$ cat src/rtl/fetch_unit_pkg.sv
// fetch_unit_pkg: shared fetch encodings, nop constant, default reset PC and queue entry layout
package fetch_unit_pkg;

    typedef enum logic {
        RUN    = 1'b0,
        HALTED = 1'b1
    } state_e;

    localparam logic [31:0] NOP_INST         = 32'h00000013;
    localparam logic [31:0] DEFAULT_RESET_PC = 32'h00000000;

    typedef struct packed {
        logic [31:0] inst;
        logic [31:0] pc;
        logic        misaligned;
    } entry_t;

endpackage

$ cat src/rtl/fetch_fifo.sv
// fetch_fifo: instruction queue with wrap-around pointers and an occupancy count
module fetch_fifo #(
    parameter int DEPTH = 4,
    parameter int WIDTH = 65
) (
    input  logic                       clk,
    input  logic                       resetb,
    input  logic                       flush,
    input  logic                       push,
    input  logic                       pop,
    input  logic [WIDTH-1:0]           wdata,
    output logic [WIDTH-1:0]           rdata,
    output logic [$clog2(DEPTH+1)-1:0] count,
    output logic                       empty
);

    localparam int AW = $clog2(DEPTH);
    localparam int CW = $clog2(DEPTH+1);

    logic [WIDTH-1:0] mem_q [DEPTH];
    logic [AW-1:0]    rd_q, rd_d, wr_q, wr_d;
    logic [CW-1:0]    cnt_q, cnt_d;
    logic             do_pop;

    assign do_pop = pop && cnt_q != '0;

    // pointer and count next state; flush empties the queue outright
    always_comb begin
        rd_d  = flush ? '0 : rd_q + AW'(do_pop);
        wr_d  = flush ? '0 : wr_q + AW'(push);
        cnt_d = flush ? '0 : cnt_q + CW'(push) - CW'(do_pop);
    end

    // pointer and count registers
    always_ff @(posedge clk or negedge resetb) begin
        if (!resetb) begin
            rd_q  <= '0;
            wr_q  <= '0;
            cnt_q <= '0;
        end else begin
            rd_q  <= rd_d;
            wr_q  <= wr_d;
            cnt_q <= cnt_d;
        end
    end

    // storage needs no reset: the head is only observed while count is non-zero
    always_ff @(posedge clk) begin
        if (push && !flush) mem_q[wr_q] <= wdata;
    end

    assign rdata = mem_q[rd_q];
    assign count = cnt_q;
    assign empty = cnt_q == '0;

endmodule

$ cat src/rtl/fetch_unit.sv
// fetch_unit: in-order instruction fetcher with redirect flush and misaligned-target trap marker
// Optional build macro FETCH_BYPASS_EN: a response arriving at an empty queue is shown on fd_* the same cycle.
module fetch_unit
    import fetch_unit_pkg::*;
#(
    parameter int          DEPTH    = 4,
    parameter logic [31:0] RESET_PC = DEFAULT_RESET_PC
) (
    input  logic        clk,
    input  logic        resetb,
    output logic        im_req,
    output logic [31:0] im_addr,
    input  logic        im_gnt,
    input  logic        im_rvalid,
    input  logic [31:0] im_rdata,
    output logic        fd_valid,
    input  logic        fd_ready,
    output logic [31:0] fd_inst,
    output logic [31:0] fd_pc,
    output logic        fd_misaligned,
    input  logic        redirect,
    input  logic [31:0] redirect_pc
);

    localparam int CW = $clog2(DEPTH+1);

    state_e      state_q, state_d;
    logic [31:0] fetch_pc_q, fetch_pc_d, rsp_pc_q, rsp_pc_d;
    logic [CW-1:0] out_q, out_d, disc_q, disc_d, q_count;
    logic        mark_q, mark_d;
    logic        grant, take, mark_push, show_rsp, q_push, q_pop, q_empty;
    entry_t      rsp_entry, q_wdata, q_rdata, head;

    // state and datapath registers
    always_ff @(posedge clk or negedge resetb) begin
        if (!resetb) begin
            state_q    <= RUN;
            fetch_pc_q <= RESET_PC;
            rsp_pc_q   <= RESET_PC;
            out_q      <= '0;
            disc_q     <= '0;
            mark_q     <= 1'b0;
        end else begin
            state_q    <= state_d;
            fetch_pc_q <= fetch_pc_d;
            rsp_pc_q   <= rsp_pc_d;
            out_q      <= out_d;
            disc_q     <= disc_d;
            mark_q     <= mark_d;
        end
    end

    // a redirect picks the next state from target alignment; otherwise stay put
    always_comb begin
        state_d = redirect ? (redirect_pc[1:0] != 2'b00 ? HALTED : RUN) : state_q;
    end

    // issue only while running with room for every in-flight response; the marker enters once stale responses drain
    always_comb begin
        im_req    = resetb && state_q == RUN && !redirect && (int'(q_count) + int'(out_q) < DEPTH);
        mark_push = state_q == HALTED && mark_q && disc_q == '0 && !redirect;
    end

    assign grant = im_req && im_gnt;
    assign take  = im_rvalid && !redirect && disc_q == '0;

    // rsp_pc tracks the oldest unanswered live request; stale responses only burn the discard count
    always_comb begin
        fetch_pc_d = redirect ? redirect_pc : fetch_pc_q + (grant ? 32'd4 : 32'd0);
        rsp_pc_d   = redirect ? redirect_pc : rsp_pc_q + (take ? 32'd4 : 32'd0);
        out_d      = out_q + CW'(grant) - CW'(im_rvalid);
        disc_d     = redirect ? out_q - CW'(im_rvalid) : disc_q - CW'(im_rvalid && disc_q != '0);
        mark_d     = redirect ? redirect_pc[1:0] != 2'b00 : mark_q && !mark_push;
    end

`ifdef FETCH_BYPASS_EN
    assign show_rsp = take && q_empty;
`else
    assign show_rsp = 1'b0;
`endif

    assign rsp_entry = {im_rdata, rsp_pc_q, 1'b0};
    assign q_wdata   = mark_push ? {NOP_INST, fetch_pc_q, 1'b1} : rsp_entry;
    assign q_push    = (take && !(show_rsp && fd_ready)) || mark_push;
    assign q_pop     = fd_ready && !redirect;

    fetch_fifo #(.DEPTH(DEPTH), .WIDTH($bits(entry_t))) u_fifo (
        .clk    (clk),
        .resetb (resetb),
        .flush  (redirect),
        .push   (q_push),
        .pop    (q_pop),
        .wdata  (q_wdata),
        .rdata  (q_rdata),
        .count  (q_count),
        .empty  (q_empty)
    );

    assign head          = show_rsp ? rsp_entry : q_rdata;
    assign fd_valid      = !q_empty || show_rsp;
    assign fd_inst       = fd_valid ? head.inst : '0;
    assign fd_pc         = fd_valid ? head.pc : '0;
    assign fd_misaligned = fd_valid && head.misaligned;
    assign im_addr       = fetch_pc_q;

endmodule

$ cat config.mk
export PLATFORM = sky130hd
export DESIGN_NAME = fetch_unit
export DESIGN_NICKNAME = d
export VERILOG_FILES = /design/src/rtl/fetch_unit_pkg.sv /design/src/rtl/fetch_fifo.sv /design/src/rtl/fetch_unit.sv
export SDC_FILE = /design/constraint.sdc
export NUM_CORES = 1
export LEC_CHECK = 0
export CAP_MARGIN = 10
export CORE_ASPECT_RATIO = 1.75
export CORE_UTILIZATION = 51
export CTS_BUF_LIST = sky130_fd_sc_hd__clkbuf_8 sky130_fd_sc_hd__clkbuf_16
export DETAILED_ROUTE_END_ITERATION = 8
export HOLD_SLACK_MARGIN = 0.02
export PLACE_DENSITY_LB_ADDON = 0.25
export SLEW_MARGIN = 20
export SYNTH_ARGS = -nofsm -noshare
export SYNTH_HDL_FRONTEND = slang
export SYNTH_SLANG_ARGS = --single-unit
$ cat constraint.sdc
create_clock -name clk -period 6.21 [get_ports clk]
set_input_delay 0.9315 -clock clk [delete_from_list [all_inputs] [get_ports clk]]
set_output_delay 0.9315 -clock clk [all_outputs]
set_load 0.1 [all_outputs]
==> metrics.txt, run 1 <==
Syn-to-layout area delta=20.5%; Clock Tree Root=clkbuf_16; crit path time final=4540 ps; critical path arrival=3610 ps; Pleak=6.08 nW; final worst slack=1670 ps; post-CTS setup buffer count=0; Post-CTS Resized=0; status=finished clean; I/O Buffers=168; Critical Path Fanout Max=33; peak supply drop=0.000306 V; Sink Count=337; commonest cells in the netlist=260 x edfxtp_1, 77 x dfrtp_1, 70 x and2_1; H-tree levels=1; initial antenna violation count=0; synth unique cells=50; ratio of cells with drive above 1 in the final layout=17.0%; Setup-failing EPs final=0; num ports=169; clock skew=7.88 ps; Fin Setup TNS=0 ps; fin crit share=73.1%; pre-CTS WS=2110 ps; final wirelength=31900 µm; Syn Area/Cell=15.6 µm²; R2R Path Start=out_q[2]$_DFF_PN0_; total CTS buffers=29; worst skew pair latency=540 ps; row count=82; EDFF count, synth=260; Synth Cell Area=14900 µm²; CP Capture Type=output pin; Final Non-Filler Cells=1507; DP Area=16900 µm²; post-synthesis sequential area ratio=65.4%; grt ovf=0; Worst-Margin Slew=1070 ps; fillers=2169; net count after synthesis=1040; FF-to-FF End=im_addr[22]$_DFF_PN0_; n_diodes=0; die span in y=228 µm; clk slew on worst S/H paths=70 ps; Synth top area share=52.4%; # placed instances=1454; Highest Clock Rate=0.220 GHz; R2R cell count=11; main area contributors after synthesis=edfxtp_1 52%, dfrtp_1 13%, mux4_2 9.8%; Max Buffers Root-to-Sink=3; hpwl dp=20000 µm; Post-Syn Instances=952; count leader, synth=edfxtp_1; vias in the first global route=9036; CTS tree=built; GRT Util Overall=21.9%; Yosys reg bits=337; post-synth top area cell=edfxtp_1; R2R Setup Slk=2880 ps; die area=29900 µm²; Starting Density=52.0%; drt wl/cell=21.2 µm; Main synth FF type=edfxtp_1; DRC Markers=0; crit path kind=reg -> out; Final nets=1195; Final Max Slew Viols=0; DR vias=8681; gp weighted congestion=0.918; global-route wire length before repair=50200 µm; DRT antenna net count=0; CP required=5280 ps; DR iter-0 viols=502; DIE WIDTH=131 µm; yosys warns=0; Slew HR=28.3%; largest net degree at the start of global routing=70; area of the core=28600 µm²; vias per cell=5.76; RSZ-0062 raised after global routing=no; pwr dens=434 nW/µm²; CTS Hold Buffers Added=0; Non-Filler Cell Area, Final=17900 µm²; Max-cap violations=0; crit path launch type=flip-flop; final hold vios=0; post-synthesis async set-or-reset flop share=22.8%; Hold WC Path Type=in -> async; First-pass DRT Iterations=4
## routing by layer
layer | track usage (%) | vias to the layer above | wire length (µm)
met5 | 0 | - | 0
li1 | - | 4001 | -
met3 | 2.11 | 41 | 1080
met2 | 40.3 | 221 | 17300
met1 | 26.9 | 4418 | 12700
met4 | 7.13 | 0 | 770
## power by group
group	switching, mW	internal, mW
combinational	2.28	0.812
clock	0.781	1.15
sequential	0.144	2.63
total	3.20	4.59
## worst max-delay path, cell delays in order (launching register included)
cell and delay [ps]:
dfrtp_4 860, buf_4 460, mux4_2 550, and2_1 190
clkdlybuf4s50_1 970
## cells by family after synthesis
kind of cell	synth area share, %
fa+ha+maj	1.61
flops	65.4
xor+xnor	1.71
mux	13.4
compound gates	3.67
simple gates	11.8
buf+inv	2.37
## flip-flops by register name, indices dropped and copies added (netlist names)
signal,cells
out_q,3
u_fifo.rd_q,2
im_addr,31
state_q,1
mark_q,1
u_fifo.wr_q,2
u_fifo.mem_q,260
u_fifo.count,3
rsp_pc_q,31
disc_q,3
## area by class of cell
| type | count | area, µm² | area share [%] |
|---|---|---|---|
| clock buffers | 37 | 836 | 4.66 |
| flip-flops and latches | 337 | 9740 | 54.3 |
| multi-input cells | 536 | 4820 | 26.9 |
| inverters | 23 | 86.3 | 0.481 |
| well taps | 378 | 473 | 2.64 |
| repair buffers | 180 | 1780 | 9.90 |
| clock inverters | 16 | 204 | 1.14 |
## layout by cell type, fill, tap and decap left out, types with 13 or more instances in the layout
master           instances
a31oi_1                 26
xnor2_1                 18
dfrtp_1                 75
nand2_1                 28
nor3_1                  13
mux4_2                  65
clkdlybuf4s50_1        166
or4_1                   14
o31ai_1                 15
ha_1                    16
nand4_1                 18
and2_1                  70
edfxtp_1               260
mux2_2                  43
o21ai_0                 22
nor2b_1                 35
inv_1                   24
nand3_1                 17
nor2_1                  34
clkbuf_16               29
## worst max path at each step
stage	startpoint	endpoint	slack [ps]	depth (start not counted)
final	u_fifo.rd_q[0]$_DFF_PN0_	fd_pc[19]	1670	4
after global routing	u_fifo.rd_q[0]$_DFF_PN0_	fd_pc[19]	1430	4
after CTS	u_fifo.rd_q[0]$_DFF_PN0_	fd_pc[19]	1530	4
after detailed placement	resetb	im_req	2110	5
after global placement	resetb	im_req	2110	5
after floorplan	redirect	u_fifo.mem_q[2][0]$_DFFE_PP_	-930	6
## stage by stage
step | hold WS (ps) | power, mW | utilization (%)
floorplan | 492 | 5.19 | -
global placement | 530 | 5.91 | 59.0
detailed placement | 536 | 5.94 | 59.0
CTS | 361 | 7.87 | 62.7
global route | 378 | 8.07 | 62.7
finish | 352 | 7.79 | 62.7
(Power assumes the default switching activity.)
==> run 2: changes to the inputs <==
CORE_UTILIZATION = 55   (was 51)
clock period = 4.75 ns   (was 6.21 ns; I/O delays follow)
==> metrics.txt, run 2 (synthesis results as in run 1) <==
max reg flops=260 (unchanged); final hold vios=0 (unchanged); Final nets=1206 (+0.92%); post-CTS setup buffer count=0 (unchanged); slowest stage cell on the critical path=clkdlybuf4s50_1; DR iter-0 viols=571 (+14%); global-route wire length before repair=48500 µm (-3.5%); peak supply drop=0.000352 V (+15%); Pleak=6.24 nW (+2.5%); DP Area=16900 µm² (about the same); CP peak stage delay=960 ps (about the same); worst skew pair latency=550 ps (about the same); CP required=4040 ps (-1240 ps); Highest Clock Rate=0.246 GHz; fin crit share=85.6%; H-tree levels=1 (unchanged); row count=79 (-3.7%); clk slew on worst S/H paths=70 ps (about the same); DRC Markers=0 (unchanged); WHS=286 ps (-66.1 ps); crit path time final=4070 ps; Starting Density=56.0% (+4.0 points); vias in the first global route=8931 (-1.2%); n_diodes=0 (unchanged); status=finished clean; final wirelength=31400 µm (-1.5%); Post-CTS Resized=0 (unchanged); GRT Util Overall=23.1% (+1.2 points); sequential share of power=35.0% (-0.6 points); crit path kind=reg -> out; DR vias=8774 (+1.1%); die span in y=220 µm (-3.7%); gp weighted congestion=0.853 (-7.1%); DRT antenna net count=0 (unchanged); area of the core=26600 µm² (-7.1%); ratio of cells with drive above 1 in the final layout=19.9% (+2.9 points); Hold WC Path Type=in -> async; I/O Buffers=168 (unchanged); Psw=4.22 mW (+32%); Sink Count=337 (unchanged); Final Max Slew Viols=0 (unchanged); Switching Fraction=40.9% (-0.18 points); CP Capture Type=output pin; most frequent cells in the layout=260 x edfxtp_1, 145 x clkdlybuf4s50_1, 75 x dfrtp_1; Final Util=67.8% (+5.2 points); crit path launch type=flip-flop; fillers=1857 (-14%); RSZ-0062 raised after global routing=no; combinational fraction of design power=39.1% (-0.5 points); Setup-failing EPs final=0 (unchanged); CTS Hold Buffers Added=0 (unchanged); Reg with most FFs=u_fifo.mem_q; Clk network pwr share=25.8% (+1.0 points); pre-CTS WS=885 ps (-1220 ps); Non-Filler Cell Area, Final=18000 µm² (+0.56%); DIE WIDTH=126 µm (-3.6%); num ports=169 (unchanged); pwr dens=573 nW/µm² (+32%); commonest non-fill, non-tap cell in the layout=edfxtp_1; clock skew=10.0 ps (+2.12 ps); register area=9740 µm² (unchanged); Max-cap violations=0 (unchanged); Critical Path Fanout Max=25 (-24%); internal power=6.10 mW (+33%); final worst slack=684 ps (-985 ps); grt ovf=0 (unchanged); CP Cell Sequence=buf_4 -> mux4_2 -> and2_1 -> clkdlybuf4s50_1; vias per cell=5.98 (+3.9%); CTS tree=built; total CTS buffers=30 (+3.4%); Pwr Total=10.3 mW (+33%); Syn-to-layout area delta=21.2%; die area=27800 µm² (-7.2%); area taken by multi-input logic gates=4820 µm² (unchanged); critical path arrival=3350 ps (-260 ps); First-pass DRT Iterations=4 (unchanged); Slew HR=31.7% (+3.5 points); Worst-Margin Slew=1020 ps (-51.6 ps); drt wl/cell=21.4 µm (+1.2%); hpwl dp=20600 µm (+3.0%); Clock Tree Root=clkbuf_16; Max Buffers Root-to-Sink=3 (unchanged); largest net degree at the start of global routing=72 (+2.9%); initial antenna violation count=0 (unchanged)
==> run 2: changes by cell type in the layout (fill, tap and decap cells not counted), sizes merged <==
cell / change
inv: +3
clkinv: -2
clkdlybuf4s50: -21
bufinv: -1
buf: +31
clkbuf: +3
==> run 2: final cells by class <==
cell class	instances	share of cell area [%]
Clock buffer	40	5.24
Clock inverter	16	1.05
Inverter	23	0.479
Multi-Input combinational cell	536	26.7
Sequential cell	337	54.0
Tap cell	324	2.25
Timing Repair Buffer	190	10.3
==> run 2: power by group through the flow <==
stage               Sequential [mW]  Combinational (mW)  Clock, mW
detailed placement             3.68                4.08          0
CTS                            3.62                4.09       2.72
finish                         3.62                4.04       2.67
global placement               3.67                4.04          0
global route                   3.64                4.22       2.83
floorplan                      3.78                3.00          0
==> run 2: per-stage QoR <==
| step | setup TNS, ps | instances |
|---|---|---|
| floorplan | -400220 | 952 |
| global placement | 0 | 1410 |
| detailed placement | 0 | 1410 |
| CTS | 0 | 1466 |
| global route | 0 | 1466 |
| finish | 0 | 1466 |
==> run 2: final timing paths <==
| check | slack (ps) | depth (start not counted) | startpoint | endpoint |
|---|---|---|---|---|
| worst max-delay path | 680 | 4 | u_fifo.rd_q[0]$_DFF_PN0_ | fd_inst[28] |
| worst min-delay path | 290 | 2 | resetb | im_addr[24]$_DFF_PN0_ |
| worst max register to register | 1490 | 11 | out_q[2]$_DFF_PN0_ | im_addr[22]$_DFF_PN0_ |
| worst min register to register | 550 | 2 | state_q$_DFFE_PN0P_ | state_q$_DFFE_PN0P_ |
| max in group asynchronous | 3500 | 3 | resetb | u_fifo.rd_q[0]$_DFF_PN0_ |
| min in group clk | 550 | 2 | state_q$_DFFE_PN0P_ | state_q$_DFFE_PN0P_ |
==> run 2: critical path, delay by kind of cell (launching register included) <==
family | cells | cell delay (ps)
flops | 1 | 790
mux | 1 | 530
simple gates | 1 | 180
buf+inv | 2 | 1300
==> run 2: routing by layer <==
layer  GRT usage (%)  wire length (µm)  up-vias
li1                -                 -     4012
met1            27.5             12100     4473
met5               0                 0        -
met2            42.3             17100      238
met3            2.67              1190       51
met4            9.76               989        0
